File: src/rtl/axis_converter_lite_mc_if.sv
// AXI-Lite slave bus plus the per-channel AXI-Stream pairs of axis_converter_lite_mc.
// Ports (as signals of the interface):
//   AXI-Lite : awaddr/awvalid/awready, wdata/wstrb/wvalid/wready, bresp/bvalid/bready,
//              araddr/arvalid/arready, rdata/rresp/rvalid/rready
//   Streams  : m_axis_tdata/tvalid/tready (device -> fabric), s_axis_tdata/tvalid/tready
//              (fabric -> device); channel c lives in slice c of each vector.
// Modports: slave = converter side, master = side that drives the AXI-Lite bus and streams.
interface axis_converter_lite_mc_if #(
    parameter int AXI_DATA_WIDTH = 32,
    parameter int AXI_ADDR_WIDTH = 32,
    parameter int N_CH           = 4
);
    logic [AXI_ADDR_WIDTH-1:0]      awaddr;
    logic                           awvalid;
    logic                           awready;
    logic [AXI_DATA_WIDTH-1:0]      wdata;
    logic [AXI_DATA_WIDTH/8-1:0]    wstrb;
    logic                           wvalid;
    logic                           wready;
    logic [1:0]                     bresp;
    logic                           bvalid;
    logic                           bready;
    logic [AXI_ADDR_WIDTH-1:0]      araddr;
    logic                           arvalid;
    logic                           arready;
    logic [AXI_DATA_WIDTH-1:0]      rdata;
    logic [1:0]                     rresp;
    logic                           rvalid;
    logic                           rready;
    logic [N_CH*AXI_DATA_WIDTH-1:0] m_axis_tdata;
    logic [N_CH-1:0]                m_axis_tvalid;
    logic [N_CH-1:0]                m_axis_tready;
    logic [N_CH*AXI_DATA_WIDTH-1:0] s_axis_tdata;
    logic [N_CH-1:0]                s_axis_tvalid;
    logic [N_CH-1:0]                s_axis_tready;

    modport slave (
        input  awaddr, awvalid, wdata, wstrb, wvalid, bready, araddr, arvalid, rready,
               m_axis_tready, s_axis_tdata, s_axis_tvalid,
        output awready, wready, bresp, bvalid, arready, rdata, rresp, rvalid,
               m_axis_tdata, m_axis_tvalid, s_axis_tready
    );

    modport master (
        output awaddr, awvalid, wdata, wstrb, wvalid, bready, araddr, arvalid, rready,
               m_axis_tready, s_axis_tdata, s_axis_tvalid,
        input  awready, wready, bresp, bvalid, arready, rdata, rresp, rvalid,
               m_axis_tdata, m_axis_tvalid, s_axis_tready
    );
endinterface

File: src/rtl/axis_converter_lite_mc.sv
// AXI-Lite to multi-channel AXI-Stream converter. Each channel owns a 16-byte register
// block (TX_DATA +0x0, RX_DATA +0x4, STATUS +0x8) backed by a TX FIFO draining to
// m_axis and an RX FIFO filled from s_axis. Both FIFOs are first-word-fall-through.
// Ports:
//   aclk    - single clock
//   aresetn - asynchronous active-low reset
//   bus     - axis_converter_lite_mc_if slave modport (AXI-Lite + N_CH stream pairs)
module axis_converter_lite_mc #(
    parameter int          AXI_DATA_WIDTH = 32,
    parameter int          AXI_ADDR_WIDTH = 32,
    parameter logic [31:0] BASE_ADDR      = 32'h0000_0000,
    parameter int          N_CH           = 4,
    parameter int          FIFO_DEPTH     = 8
) (
    input  logic                           aclk,
    input  logic                           aresetn,
    axis_converter_lite_mc_if.slave        bus
);
    localparam int DW   = AXI_DATA_WIDTH;
    localparam int AW   = AXI_ADDR_WIDTH;
    localparam int PW   = $clog2(FIFO_DEPTH);
    localparam int LW   = PW + 1;
    localparam int CH_W = (N_CH > 1) ? $clog2(N_CH) : 1;
    localparam logic [AW-1:0] BASE = AW'(BASE_ADDR);
    localparam logic [AW-1:0] SPAN = AW'(16 * N_CH);
    localparam logic [1:0] RESP_OKAY   = 2'b00;
    localparam logic [1:0] RESP_SLVERR = 2'b10;
    localparam logic [1:0] RESP_DECERR = 2'b11;

    typedef enum logic [1:0] {W_IDLE, W_ACK, W_RESP} w_state_t;
    typedef enum logic [1:0] {R_IDLE, R_ACK, R_RESP} r_state_t;

    w_state_t w_state, w_next;
    r_state_t r_state, r_next;

    logic [N_CH-1:0] tx_push, tx_pop, tx_full, tx_empty;
    logic [N_CH-1:0] rx_push, rx_pop, rx_full, rx_empty;
    logic [LW-1:0]   tx_level [N_CH];
    logic [LW-1:0]   rx_level [N_CH];
    logic [DW-1:0]   tx_head  [N_CH];
    logic [DW-1:0]   rx_head  [N_CH];

    logic [AW-1:0]   w_off, r_off;
    logic            w_in_map, r_in_map;
    logic [CH_W-1:0] w_ch, r_ch;
    logic [3:0]      w_reg, r_reg;
    logic            w_push_req, r_pop_req;
    logic [1:0]      w_resp, r_resp;
    logic [DW-1:0]   r_data;
    logic [31:0]     status_word;
    logic [1:0]      bresp_q, rresp_q;
    logic [DW-1:0]   rdata_q;
    logic            ready_en;
    logic            unused_bits;

    // Holds s_axis_tready low through reset and releases it on the first clock edge after.
    always_ff @(posedge aclk or negedge aresetn) begin
        if (!aresetn) ready_en <= 1'b0;
        else          ready_en <= 1'b1;
    end

    // Per-channel TX and RX FIFOs; level counters give full/empty without pointer tricks.
    for (genvar c = 0; c < N_CH; c++) begin : g_ch
        logic [DW-1:0] tx_mem [FIFO_DEPTH];
        logic [DW-1:0] rx_mem [FIFO_DEPTH];
        logic [PW-1:0] tx_wp, tx_rp, rx_wp, rx_rp;
        logic [LW-1:0] tx_lvl, rx_lvl;

        assign tx_full[c]  = (tx_lvl == LW'(FIFO_DEPTH));
        assign tx_empty[c] = (tx_lvl == '0);
        assign rx_full[c]  = (rx_lvl == LW'(FIFO_DEPTH));
        assign rx_empty[c] = (rx_lvl == '0);
        assign tx_level[c] = tx_lvl;
        assign rx_level[c] = rx_lvl;
        assign tx_head[c]  = tx_mem[tx_rp];
        assign rx_head[c]  = rx_mem[rx_rp];

        assign tx_push[c] = w_push_req && (w_ch == CH_W'(c)) && !tx_full[c];
        assign tx_pop[c]  = !tx_empty[c] && bus.m_axis_tready[c];
        assign rx_push[c] = bus.s_axis_tvalid[c] && ready_en && !rx_full[c];
        assign rx_pop[c]  = r_pop_req && (r_ch == CH_W'(c)) && !rx_empty[c];

        assign bus.m_axis_tvalid[c] = !tx_empty[c];
        assign bus.s_axis_tready[c] = ready_en && !rx_full[c];

        always_ff @(posedge aclk) begin
            if (tx_push[c]) tx_mem[tx_wp] <= bus.wdata;
            if (rx_push[c]) rx_mem[rx_wp] <= bus.s_axis_tdata[c*DW +: DW];
        end

        always_ff @(posedge aclk or negedge aresetn) begin
            if (!aresetn) begin
                tx_wp  <= '0;
                tx_rp  <= '0;
                tx_lvl <= '0;
                rx_wp  <= '0;
                rx_rp  <= '0;
                rx_lvl <= '0;
            end else begin
                if (tx_push[c]) tx_wp <= tx_wp + 1'b1;
                if (tx_pop[c])  tx_rp <= tx_rp + 1'b1;
                if (rx_push[c]) rx_wp <= rx_wp + 1'b1;
                if (rx_pop[c])  rx_rp <= rx_rp + 1'b1;
                case ({tx_push[c], tx_pop[c]})
                    2'b10:   tx_lvl <= tx_lvl + 1'b1;
                    2'b01:   tx_lvl <= tx_lvl - 1'b1;
                    default: tx_lvl <= tx_lvl;
                endcase
                case ({rx_push[c], rx_pop[c]})
                    2'b10:   rx_lvl <= rx_lvl + 1'b1;
                    2'b01:   rx_lvl <= rx_lvl - 1'b1;
                    default: rx_lvl <= rx_lvl;
                endcase
            end
        end
    end

    always_comb begin
        bus.m_axis_tdata = '0;
        for (int c = 0; c < N_CH; c++) bus.m_axis_tdata[c*DW +: DW] = tx_head[c];
    end

    // Address decode: offset from BASE selects channel (bits above 4) and register (low nibble).
    always_comb begin
        w_off    = bus.awaddr - BASE;
        w_in_map = (bus.awaddr >= BASE) && (w_off < SPAN);
        w_ch     = w_off[4 +: CH_W];
        w_reg    = w_off[3:0];
        r_off    = bus.araddr - BASE;
        r_in_map = (bus.araddr >= BASE) && (r_off < SPAN);
        r_ch     = r_off[4 +: CH_W];
        r_reg    = r_off[3:0];
    end

    // Write response: fullness is the pre-edge value, so a same-cycle pop does not make room.
    always_comb begin
        w_push_req = (w_state == W_ACK) && w_in_map && (w_reg == 4'h0);
        if (!w_in_map || w_reg != 4'h0) w_resp = RESP_DECERR;
        else if (tx_full[w_ch])         w_resp = RESP_SLVERR;
        else                            w_resp = RESP_OKAY;
    end

    // Read data/response; an empty RX read is a non-blocking SLVERR rather than a stall.
    always_comb begin
        r_pop_req   = (r_state == R_ACK) && r_in_map && (r_reg == 4'h4);
        status_word = {8'h00, 8'(rx_level[r_ch]), 8'(tx_level[r_ch]), 4'h0,
                       rx_empty[r_ch], rx_full[r_ch], tx_empty[r_ch], tx_full[r_ch]};
        r_data      = '0;
        r_resp      = RESP_DECERR;
        if (r_in_map) begin
            if (r_reg == 4'h4) begin
                if (rx_empty[r_ch]) begin
                    r_resp = RESP_SLVERR;
                end else begin
                    r_resp = RESP_OKAY;
                    r_data = rx_head[r_ch];
                end
            end else if (r_reg == 4'h8) begin
                r_resp = RESP_OKAY;
                r_data = DW'(status_word);
            end
        end
    end

    // Write and read FSM state registers plus the registered responses.
    always_ff @(posedge aclk or negedge aresetn) begin
        if (!aresetn) begin
            w_state <= W_IDLE;
            r_state <= R_IDLE;
            bresp_q <= 2'b00;
            rresp_q <= 2'b00;
            rdata_q <= '0;
        end else begin
            w_state <= w_next;
            r_state <= r_next;
            if (w_state == W_ACK) bresp_q <= w_resp;
            if (r_state == R_ACK) begin
                rresp_q <= r_resp;
                rdata_q <= r_data;
            end
        end
    end

    // Next-state logic; both channels of the AXI-Lite bus advance independently.
    always_comb begin
        w_next = w_state;
        r_next = r_state;
        case (w_state)
            W_IDLE:  if (bus.awvalid && bus.wvalid) w_next = W_ACK;
            W_ACK:   w_next = W_RESP;
            W_RESP:  if (bus.bready) w_next = W_IDLE;
            default: w_next = W_IDLE;
        endcase
        case (r_state)
            R_IDLE:  if (bus.arvalid) r_next = R_ACK;
            R_ACK:   r_next = R_RESP;
            R_RESP:  if (bus.rready) r_next = R_IDLE;
            default: r_next = R_IDLE;
        endcase
    end

    assign bus.awready = (w_state == W_ACK);
    assign bus.wready  = (w_state == W_ACK);
    assign bus.bvalid  = (w_state == W_RESP);
    assign bus.bresp   = bresp_q;
    assign bus.arready = (r_state == R_ACK);
    assign bus.rvalid  = (r_state == R_RESP);
    assign bus.rresp   = rresp_q;
    assign bus.rdata   = rdata_q;

    assign unused_bits = ^{bus.wstrb, w_off, r_off, tx_pop, rx_pop};
endmodule

File: src/flat_wrapper.sv
// flat-port wrapper written by rule: the top's interface ports become plain ports
module axis_converter_lite_mc_flat 
#(
    parameter int          AXI_DATA_WIDTH = 32,
    parameter int          AXI_ADDR_WIDTH = 32,
    parameter logic [31:0] BASE_ADDR      = 32'h0000_0000,
    parameter int          N_CH           = 4,
    parameter int          FIFO_DEPTH     = 8
)
  (aclk, aresetn, bus_awaddr, bus_awvalid, bus_wdata, bus_wstrb, bus_wvalid, bus_bready, bus_araddr, bus_arvalid, bus_rready, bus_m_axis_tready, bus_s_axis_tdata, bus_s_axis_tvalid, bus_awready, bus_wready, bus_bresp, bus_bvalid, bus_arready, bus_rdata, bus_rresp, bus_rvalid, bus_m_axis_tdata, bus_m_axis_tvalid, bus_s_axis_tready);
  axis_converter_lite_mc_if #(.AXI_DATA_WIDTH(AXI_DATA_WIDTH), .AXI_ADDR_WIDTH(AXI_ADDR_WIDTH), .N_CH(N_CH)) bus_i ();
  input  logic aclk;
  input  logic aresetn;
  input wire logic [$bits(bus_i.awaddr)-1:0] bus_awaddr;
  input wire logic [$bits(bus_i.awvalid)-1:0] bus_awvalid;
  input wire logic [$bits(bus_i.wdata)-1:0] bus_wdata;
  input wire logic [$bits(bus_i.wstrb)-1:0] bus_wstrb;
  input wire logic [$bits(bus_i.wvalid)-1:0] bus_wvalid;
  input wire logic [$bits(bus_i.bready)-1:0] bus_bready;
  input wire logic [$bits(bus_i.araddr)-1:0] bus_araddr;
  input wire logic [$bits(bus_i.arvalid)-1:0] bus_arvalid;
  input wire logic [$bits(bus_i.rready)-1:0] bus_rready;
  input wire logic [$bits(bus_i.m_axis_tready)-1:0] bus_m_axis_tready;
  input wire logic [$bits(bus_i.s_axis_tdata)-1:0] bus_s_axis_tdata;
  input wire logic [$bits(bus_i.s_axis_tvalid)-1:0] bus_s_axis_tvalid;
  output wire logic [$bits(bus_i.awready)-1:0] bus_awready;
  output wire logic [$bits(bus_i.wready)-1:0] bus_wready;
  output wire logic [$bits(bus_i.bresp)-1:0] bus_bresp;
  output wire logic [$bits(bus_i.bvalid)-1:0] bus_bvalid;
  output wire logic [$bits(bus_i.arready)-1:0] bus_arready;
  output wire logic [$bits(bus_i.rdata)-1:0] bus_rdata;
  output wire logic [$bits(bus_i.rresp)-1:0] bus_rresp;
  output wire logic [$bits(bus_i.rvalid)-1:0] bus_rvalid;
  output wire logic [$bits(bus_i.m_axis_tdata)-1:0] bus_m_axis_tdata;
  output wire logic [$bits(bus_i.m_axis_tvalid)-1:0] bus_m_axis_tvalid;
  output wire logic [$bits(bus_i.s_axis_tready)-1:0] bus_s_axis_tready;
  assign bus_i.awaddr = bus_awaddr;
  assign bus_i.awvalid = bus_awvalid;
  assign bus_i.wdata = bus_wdata;
  assign bus_i.wstrb = bus_wstrb;
  assign bus_i.wvalid = bus_wvalid;
  assign bus_i.bready = bus_bready;
  assign bus_i.araddr = bus_araddr;
  assign bus_i.arvalid = bus_arvalid;
  assign bus_i.rready = bus_rready;
  assign bus_i.m_axis_tready = bus_m_axis_tready;
  assign bus_i.s_axis_tdata = bus_s_axis_tdata;
  assign bus_i.s_axis_tvalid = bus_s_axis_tvalid;
  assign bus_awready = bus_i.awready;
  assign bus_wready = bus_i.wready;
  assign bus_bresp = bus_i.bresp;
  assign bus_bvalid = bus_i.bvalid;
  assign bus_arready = bus_i.arready;
  assign bus_rdata = bus_i.rdata;
  assign bus_rresp = bus_i.rresp;
  assign bus_rvalid = bus_i.rvalid;
  assign bus_m_axis_tdata = bus_i.m_axis_tdata;
  assign bus_m_axis_tvalid = bus_i.m_axis_tvalid;
  assign bus_s_axis_tready = bus_i.s_axis_tready;
  axis_converter_lite_mc #(.AXI_DATA_WIDTH(AXI_DATA_WIDTH), .AXI_ADDR_WIDTH(AXI_ADDR_WIDTH), .BASE_ADDR(BASE_ADDR), .N_CH(N_CH), .FIFO_DEPTH(FIFO_DEPTH)) u_core (.aclk(aclk), .aresetn(aresetn), .bus(bus_i));
endmodule
File: config.mk
export PLATFORM = sky130hd
export DESIGN_NAME = axis_converter_lite_mc_flat
export DESIGN_NICKNAME = d
export VERILOG_FILES = /design/src/rtl/axis_converter_lite_mc_if.sv /design/src/rtl/axis_converter_lite_mc.sv /design/src/flat_wrapper.sv
export SDC_FILE = /design/constraint.sdc
export NUM_CORES = 2
export LEC_CHECK = 0
export CELL_PAD_IN_SITES_DETAIL_PLACEMENT = 2
export CELL_PAD_IN_SITES_GLOBAL_PLACEMENT = 2
export CORE_MARGIN = 2
export CORE_UTILIZATION = 25
export DETAILED_ROUTE_END_ITERATION = 8
export HOLD_SLACK_MARGIN = 0.03
export PLACE_DENSITY = 0.51
export SLEW_MARGIN = 15
export SYNTH_ARGS = -nofsm -noshare
export SYNTH_HDL_FRONTEND = slang
export SYNTH_SLANG_ARGS = --single-unit
File: constraint.sdc
create_clock -name aclk -period 4.9 [get_ports aclk]
set_input_delay 0.98 -clock aclk [delete_from_list [all_inputs] [get_ports aclk]]
set_output_delay 0.98 -clock aclk [all_outputs]
set_load 0.02 [all_outputs]
==> flow_summary.toml <==
[status]
status = "completed"

[global_routing]
grt_pass1_vias = 47000
grt_pass1_wl_um = 384000
grt_max_degree = 61
grt_antenna_before_repair = 57
gr-usage-all-layers = 0.161
overflow = 0

[cts]
htreeDepth = 4
cts_tree = "done"
cts_hold_buf = 1
cts_root_buffer = "clkbuf_16"
numClockSinks = 2169
ctsResizeCount = 0
insertion_delay_ps = 920
postCtsSetupBuffers = 0
clock_path_buffers = 4
path_clk_slew_ps = 60
cts_buffers = 244

[synth]
synth_top_area_frac = 0.734
yosys-top-cells-area = "edfxtp_1, mux4_2, mux2i_1"
syn_nets = 4439
synth_seq_cells = 2169
synthesis.area_um2 = 83800
synthFlopType = "edfxtp_1"
async_flop_share = 0.0558
yosys.area.top_type = "edfxtp_1"
ys_seq_area_frac = 0.770
synth_edf_count = 2048
avgSynthCellArea_um2 = 20.2
synthDistinctLibCells = 54
ys_warn_count = 0
synthCells = 4156

[die]
die_y_um = 583
die_x_um = 583
coreArea_um2 = 333000
io_pins = 420
rows = 212
dieArea_um2 = 340000
start_util = 0.251

[final_layout]
fin_nets = 5077
fin_cells = 9400
final_common_cell = "edfxtp_1"
drive_above_1_share = 0.210
area_growth_pct = 22.9
most-common-layout-cells = "edfxtp_1, mux2i_1, clkdlybuf4s50_1, mux4_2, o22ai_1"

[routing]
first_pass_iters = 5
drtIter0Drc = 3138
vias_per_cell = 4.64
wirelength_um = 279000
routedWlPerCell_um = 29.6
ant_nets = 0
drc = 0
vias = 43600

[sta]
finalHoldViolCount = 0
setup_violations = 0
finClkSkew_ps = 66.0
finalCriticalPeriod_ps = 4580
grt_setup_unrepaired = "no"
maxSlewHeadroom = 0.166
worst_pin_slew_ps = 1240
slew_viol_final = 0
finalCritPeriodShare = 0.935
max_freq_ghz = 0.218
setup_tns_ps = 0

[critical_path]
critPathTopFamily = "buffers and inverters"
worstSetupPathType = "reg -> out"
crit_path_max_fanout = 26
r2r_start = "u_core.g_ch[0].tx_lvl[1]"
cp_cell_sequence = "buf_4 -> mux4_2 -> mux2_2 -> clkdlybuf4s50_1"
critical_path_required_ps = 3920
cpPeakStageDelay_ps = 790
worstPathBufferInverterCount = 2
reg2reg_slack_ps = 1680
setup.worst_path.end_class = "output port"
critPathArrivalTime_ps = 3600
ff2ff_path_depth = 10
crit_path_top_delay_cell = "dfrtp_4"
reg2reg_to = "u_core.g_ch[0].tx_lvl[2]"
crit_path_start_kind = "register"

[place]
gp_congestion = 0.724
dp_cells = 8934
io_buffers = 415
dp_hpwl_um = 170000

[min_path]
hold_class = "reg -> reg"
min_from = "u_core.r_state[1]"
holdPathStages = 1
min_to = "u_core.r_state[0]"

[job]
cap_violations = 0

[pwr]
power_density_nw_per_um2 = 411
peakVddDrop_uv = 286
p_leak_uw = 0.0313
==> metrics by stage <==
step | total power [µW] | utilization | worst slack [ps] | hold slack (ps) | cell area, µm²
after global routing | 43800 | 0.309 | 132 | 477 | 103000
after global placement | 25200 | 0.286 | 773 | 435 | 95500
after floorplan | 23300 | - | 777 | 422 | 83800
final | 42300 | 0.309 | 317 | 450 | 103000
after CTS | 43000 | 0.309 | 152 | 458 | 103000
after detailed placement | 25300 | 0.286 | 742 | 451 | 95500
==> worst max-delay path by stage <==
stage                                  startpoint  slack (ps)  cells past startpoint                     endpoint
final                     u_core.g_ch[1].tx_rp[0]         320                      4         bus_m_axis_tdata[47]
after global routing      u_core.g_ch[1].tx_rp[0]         130                      4         bus_m_axis_tdata[47]
after CTS                 u_core.g_ch[1].tx_rp[0]         150                      4         bus_m_axis_tdata[47]
after detailed placement           bus_awaddr[18]         740                     13     u_core.g_ch[1].tx_lvl[2]
after global placement             bus_awaddr[18]         770                     13     u_core.g_ch[1].tx_lvl[2]
after floorplan              bus_s_axis_tvalid[3]         780                      4  u_core.g_ch[3].rx_mem[0][0]
==> per-layer routing <==
metal | track usage | vias to the layer above | share of wire
met2 | 0.276 | 1013 | 0.49
met1 | 0.210 | 23800 | 0.43
met5 | 0 | - | 0.00093
met4 | 0.0388 | 42 | 0.024
li1 | - | 18400 | -
met3 | 0.0297 | 394 | 0.052
==> cells by family (layout without fill, tap and decap cells) <==
kind of cell | count (synthesis) | count (layout) | share of synthesized area
simple gates | 364 | 364 | 0.0245
fa+ha+maj | 40 | 40 | 0.00597
compound gates | 328 | 328 | 0.0256
mux | 936 | 936 | 0.154
buf+inv | 246 | 1085 | 0.0122
flops | 2169 | 2169 | 0.770
xor+xnor | 72 | 72 | 0.00753
other cells | 1 | 19 | 0.0000448
==> where the power goes <==
part           total (µW)  leakage (µW)  internal, µW  switching, µW
logic                3270       0.00761          1170           2100
clock network       17500       0.00365          9960           7510
registers           21600        0.0200         21100            443
total               42300        0.0313         32300          10000
==> synth_stat cells (8+ instances only) <==
master	number
mux2_2	156
dfrtp_1	121
nor2b_1	14
ha_1	40
xor2_1	39
mux4_2	267
buf_1	13
o22ai_1	261
a21oi_1	14
buf_2	49
nand2_1	81
nand2b_1	31
inv_1	25
nor4_1	79
xnor2_1	33
clkbuf_1	151
nand4bb_1	8
edfxtp_1	2048
a22o_1	20
mux2i_1	513
nor3_1	25
a221o_1	12
nor2_1	68
==> sequential cells by signal (all words and copies together), names as in the netlist, 2 cells and up <==
| signal | cells |
|---|---|
| u_core.g_ch.rx_wp | 12 |
| u_core.g_ch.rx_rp | 12 |
| u_core.bus.rresp | 2 |
| u_core.g_ch.tx_rp | 12 |
| u_core.bus.bresp | 2 |
| u_core.w_state | 2 |
| u_core.g_ch.tx_lvl | 16 |
| u_core.g_ch.tx_wp | 12 |
| u_core.g_ch.rx_lvl | 16 |
| u_core.g_ch.tx_mem | 1024 |
| u_core.r_state | 2 |
| u_core.bus.rdata | 32 |
| u_core.g_ch.rx_mem | 1024 |
==> cell type report <==
type / count / area, µm²
antenna: 18 / 45.0
clock buffer: 313 / 6420
clock inverter: 134 / 1040
fill: 33300 / 230000
inverter: 26 / 97.6
multi-input combinational: 1741 / 18800
sequential: 2169 / 64600
tap: 4387 / 5490
timing repair buffer: 612 / 6520
Power figures use the tool's default switching activity.
